--- src/rtl/prio_dec_hold_pkg.sv ---
`default_nettype none
// ============================================================================
// Module   : prio_dec_hold_pkg
// Purpose  : Shared constants, state encoding and the reference decode
//            function for the priority-code decoder and its encoder tests.
// Revision : 1.0 - initial release
// ============================================================================
package prio_dec_hold_pkg;

  localparam int N_REQ  = 12;
  localparam int CODE_W = 4;

  // Handshake states: accepting a code, or holding the decoded vector.
  typedef enum logic [0:0] {
    S_IDLE = 1'b0,
    S_HOLD = 1'b1
  } state_t;

  // Expands a priority code into a request vector. Code 0 and any code above
  // N_REQ produce an all-zero vector in both modes, so a priority encoder fed
  // with the result returns the original code for every code 0..N_REQ.
  function automatic logic [N_REQ-1:0] dec_vec(input logic [CODE_W-1:0] code,
                                               input logic              thermo);
    logic [N_REQ-1:0] v;
    v = '0;
    for (int i = 0; i < N_REQ; i++) begin
      if (thermo) v[i] = (int'(code) > i) && (int'(code) <= N_REQ);
      else        v[i] = (int'(code) == i + 1);
    end
    return v;
  endfunction

endpackage
`default_nettype wire

--- src/rtl/prio_dec_timer.sv ---
`default_nettype none
// ============================================================================
// Module   : prio_dec_timer
// Purpose  : Loadable down-counter that stops at zero and flags it; times
//            the hold period of each decoded vector.
// Revision : 1.0 - initial release
// ============================================================================
module prio_dec_timer #(
  parameter int CW = 2
) (
  input  logic          clk,
  input  logic          reset_n,
  input  logic          load,
  input  logic [CW-1:0] load_val,
  output logic          zero
);

  logic [CW-1:0] count;

  // Load takes priority; otherwise count down and park at zero.
  always_ff @(posedge clk) begin
    if (!reset_n)           count <= '0;
    else if (load)          count <= load_val;
    else if (count != '0)   count <= count - 1'b1;
  end

  assign zero = (count == '0);

endmodule
`default_nettype wire

--- src/rtl/prio_dec_hold.sv ---
`default_nettype none
// ============================================================================
// Module   : prio_dec_hold
// Purpose  : Decodes a priority code (valid/ready) into a registered one-hot
//            or thermometer request vector and holds it for HOLD cycles.
//            Out-of-range codes raise a sticky error flag.
// Revision : 1.0 - initial release
// ============================================================================
module prio_dec_hold
  import prio_dec_hold_pkg::*;
#(
  parameter int N    = N_REQ,   // must equal N_REQ (decode function width)
  parameter int W    = CODE_W,  // must equal CODE_W
  parameter int HOLD = 4        // 1..255
) (
  input  logic         clk,
  input  logic         reset_n,
  input  logic         in_valid,
  output logic         in_ready,
  input  logic [W-1:0] code,
  input  logic         thermo,
  output logic [N-1:0] y,
  output logic         out_valid,
  output logic         err,
  input  logic         err_clr
);

  // A HOLD of 1 still needs a one-bit counter.
  localparam int            CW       = (HOLD > 1) ? $clog2(HOLD) : 1;
  localparam logic [CW-1:0] LOAD_VAL = CW'(HOLD - 1);

  state_t state, state_nxt;
  logic   accept;
  logic   out_of_range;
  logic   hold_done;

  assign in_ready     = (state == S_IDLE);
  assign accept       = in_valid && in_ready;
  assign out_of_range = (int'(code) > N);

  prio_dec_timer #(.CW(CW)) u_timer (
    .clk      (clk),
    .reset_n  (reset_n),
    .load     (accept),
    .load_val (LOAD_VAL),
    .zero     (hold_done)
  );

  // State register.
  always_ff @(posedge clk) begin
    if (!reset_n) state <= S_IDLE;
    else          state <= state_nxt;
  end

  // Next state: leave IDLE on acceptance, leave HOLD when the timer expires.
  always_comb begin
    state_nxt = state;
    case (state)
      S_IDLE:  if (in_valid)  state_nxt = S_HOLD;
      S_HOLD:  if (hold_done) state_nxt = S_IDLE;
      default: state_nxt = S_IDLE;
    endcase
  end

  // Output vector and valid: capture the decode on acceptance (thermo is
  // sampled only here), clear both when the hold expires.
  always_ff @(posedge clk) begin
    if (!reset_n) begin
      y         <= '0;
      out_valid <= 1'b0;
    end else if (accept) begin
      y         <= dec_vec(code, thermo);
      out_valid <= 1'b1;
    end else if ((state == S_HOLD) && hold_done) begin
      y         <= '0;
      out_valid <= 1'b0;
    end
  end

  // Sticky error: an out-of-range acceptance wins over a same-edge clear.
  always_ff @(posedge clk) begin
    if (!reset_n)                    err <= 1'b0;
    else if (accept && out_of_range) err <= 1'b1;
    else if (err_clr)                err <= 1'b0;
  end

endmodule
`default_nettype wire

--- config.mk ---
export PLATFORM = sky130hd
export DESIGN_NAME = prio_dec_hold
export DESIGN_NICKNAME = d
export VERILOG_FILES = /design/src/rtl/prio_dec_hold_pkg.sv /design/src/rtl/prio_dec_timer.sv /design/src/rtl/prio_dec_hold.sv
export SDC_FILE = /design/constraint.sdc
export NUM_CORES = 1
export LEC_CHECK = 0
export CORE_ASPECT_RATIO = 1.1
export CORE_MARGIN = 10
export CORE_UTILIZATION = 44
export DETAILED_ROUTE_END_ITERATION = 7
export DONT_BUFFER_PORTS = 1
export PLACE_DENSITY = 0.7
export SETUP_SLACK_MARGIN = 0.1
export SLEW_MARGIN = 20
export SYNTH_ARGS = -nofsm -noshare
export SYNTH_HDL_FRONTEND = slang
export SYNTH_SLANG_ARGS = --single-unit
--- constraint.sdc ---
create_clock -name clk -period 1.48 [get_ports clk]
set_input_delay 0.148 -clock clk [delete_from_list [all_inputs] [get_ports clk]]
set_output_delay 0.148 -clock clk [all_outputs]
set_load 0.01 [all_outputs]
==> impl_metrics.tcl <==
set metrics [dict create \
    row_count 17 \
    run_status "finished clean" \
    clk_pin_slew_ns 0.10 \
    antenna_left 0 \
    die_h_um 67.46 \
    via_per_inst 5.558 \
    antenna_cells 0 \
    period_needed_ns 1.223 \
    hpwl_mm 1.492 \
    synthAdderAreaFrac_pct 1.389 \
    synthToLayoutAreaGrowth_pct 6.944 \
    ys_ff_latch 17 \
    yosys.area_share.xor_xnor_pct 0.9722 \
    multi_input_area_um2 473.0 \
    yosys.area.top_type_share_pct 37.78 \
    async_flop_share_pct 0 \
    ys.flop_type "dfxtp_1" \
    synth-simple-area-share_pct 23.19 \
    min_period_over_period_pct 82.63 \
    synth_area_leaders "dfxtp_1 (38%), nor2b_1 (6.3%), o21ai_0 (5.6%)" \
    hold_end "y[4]" \
    hold_viol_final 0 \
    grt_usage_pct 10.26 \
    clock_skew_ns 0.01018 \
    io_pins 24 \
    relSlewSlack_pct 69.72 \
    wl_met1_um 765 \
    dieWidth_um 63.14 \
    fin_cells 138 \
    timing.rr.end "y[10]" \
    tns_ns 0 \
    synth_area_um2 900.9 \
    synth_top_family_by_area "compound AO/OA/AOI/OAI gates" \
    wirelength_mm 2.096 \
    grt_pass1_vias 710 \
    drc_errors 0 \
    regArea_um2 340.3 \
    avgSynthCellArea_um2 8.265 \
    min_from "reset_n" \
    clock_path_buffers 2 \
    nNetsFinal 121 \
    synth-edff-count 0 \
    finalMaxSlewViolations 0 \
    setup_viol 0 \
    drive_above_1_share_pct 9.091 \
    synth_common_cells "dfxtp_1 (17), nand2_1 (11), o21ai_0 (10), nor2b_1 (9), inv_1 (7)" \
    clock_latency_ns 0.30 \
    stdcell_area_um2 963.4 \
    yosysTopAreaCell "dfxtp_1" \
    grt_max_degree 16 \
    rsz0062_at_grt "no" \
    placed_area_um2 894.6 \
    wl_met3_um 243 \
    critPathKind "flip-flop to flip-flop" \
    nFillCells 199 \
    start_kind "flip-flop" \
    synth.most_common_cell "dfxtp_1" \
    p_leak_uw 0.0003483 \
    root_buffer "clkbuf_4" \
    hold_depth 2 \
    syn_inst 109 \
    synth_cell_type_count 36 \
    ys_seq_area_share_pct 37.78 \
    initial_core_util_pct 45.54 \
    placedCellCount 131 \
    grt.overflow.total 0 \
    drtIter0Drc 33 \
    coreArea_mm2 0.001978 \
    r2r-start "state" \
    gp_congestion 0.9027 \
    synthMuxAreaShare_pct 1.111 \
    drv_cap 0 \
    ir_worst_vdd_mv 0.6088 \
    power_density_mw_per_mm2 1019 \
    grt_pass1_wl_mm 3.318 \
    vias 767 \
    critical_path_arrival_ns 1.42 \
    portBuffers 0 \
    synth_nets 119 \
    cp_max_fo 11 \
    cts_tree "built" \
    cts_buffers 3 \
    cts_sinks 17 \
    critPathRequiredTime_ns 1.68 \
    dieArea_mm2 0.004259 \
    r2r_slack_ns 0.26 \
    tightest_slew_ns 0.4527 \
    antenna_found_initial 0 \
    wl_met2_mm 1.022 \
    fmaxAchievable_mhz 817.7 \
    hp-class "input pin to flip-flop" \
    reg2reg_depth 6 \
    firstDrtPassIters 4 \
    highest_layer "met4" \
    wl_per_cell_um 15.19 \
    end_kind "flip-flop" \
    synth_compound_area_share_pct 25.56 \
    htree_levels 1 \
    synth_warnings 0 \
]
==> repair_timing <==
| item | CTS | global route |
|---|---|---|
| buffers inserted | 0 | 1 |
| endpoints found under the hold margin | 15 | 0 |
| setup endpoints to repair | 0 | 12 |
| hold buffers | 2 | 0 |
| resized for setup | 0 | 2 |
==> registers in the layout, indices dropped and copies added, names as in the netlist <==
name,flops
u_timer.count,2
state,1
y,12
err,1
out_valid,1
==> worst max-delay path: stages (launching register included) <==
cell and delay, ns:
dfxtp_1 0.32, nor2b_1 0.20, buf_4 0.18, a21oi_4 0.04
buf_12 0.14, a22oi_1 0.17, nor2b_1 0.06
==> report_power, final <==
| group | internal (µW) | switching [µW] |
|---|---|---|
| Sequential | 490 | 26.0 |
| Combinational | 107 | 113 |
| Clock | 105 | 140 |
| Total | 702 | 280 |
==> worst max-delay path by stage <==
stage / slack, ns / startpoint / cells after the start / end
after floorplan: 0.26 / u_timer.count[0] / 6 / y[8]
after global placement: 0.18 / u_timer.count[0] / 5 / y[7]
after detailed placement: 0.12 / u_timer.count[0] / 5 / y[7]
after CTS: 0.11 / u_timer.count[0] / 5 / y[10]
after global routing: 0.14 / u_timer.count[0] / 6 / y[8]
final: 0.26 / state / 6 / y[10]
==> kinds of logic (layout without fill, tap and decap cells) <==
kind of cell             Yosys count  after routing
AND/OR/NAND/NOR                   39             39
AO/OA/AOI/OAI                     34             34
flip-flops                        17             17
buffers and inverters             16             17
adder cells (fa/ha/maj)            1              1
XOR/XNOR                           1              1
multiplexers                       1              1
==> stage by stage <==
stage / power, µW / hold WS (ns) / setup WS (ns) / util [%]
3_5_place_dp: 717.4 / 0.2753 / 0.1206 / 45.22
5_1_grt: 1047 / 0.01763 / 0.1355 / 48.70
4_1_cts: 971.6 / 0.0004257 / 0.1095 / 47.56
2_1_floorplan: 703.7 / 0.3412 / 0.2629 / -
6_report: 981.3 / 0.004598 / 0.2570 / 48.70
3_3_place_gp: 710.3 / 0.2710 / 0.1820 / 45.22
==> routing by layer <==
metal	vias up	global-route usage (%)
met5	-	0
met4	0	7.821
met3	11	6.942
met2	32	16.24
met1	340	9.366
li1	384	-
==> area by class of cell <==
cell class | count | area share, %
timing repair buffer | 6 | 6.494
tap | 28 | 3.636
inverter | 7 | 2.727
clock buffer | 4 | 2.727
multi-input combinational | 76 | 49.09
sequential | 17 | 35.32
==> layout by cell type (no fill, tap or decap), types with 2 or more instances in the layout <==
cell | netlist | routed
dfxtp_1 | 17 | 17
nand2_1 | 11 | 11
o21ai_0 | 10 | 10
nor2b_1 | 9 | 9
inv_1 | 7 | 7
nand3_1 | 6 | 6
a21oi_1 | 5 | 5
a21boi_1 | 4 | 4
nor2_1 | 3 | 3
clkbuf_4 | 0 | 3
buf_4 | 1 | 3
o21a_1 | 2 | 2
a32oi_1 | 2 | 2
a22oi_1 | 2 | 2
nand4b_1 | 2 | 2
nand2b_1 | 2 | 2
dlygate4sd3_1 | 0 | 2
(Power assumes the default switching activity.)
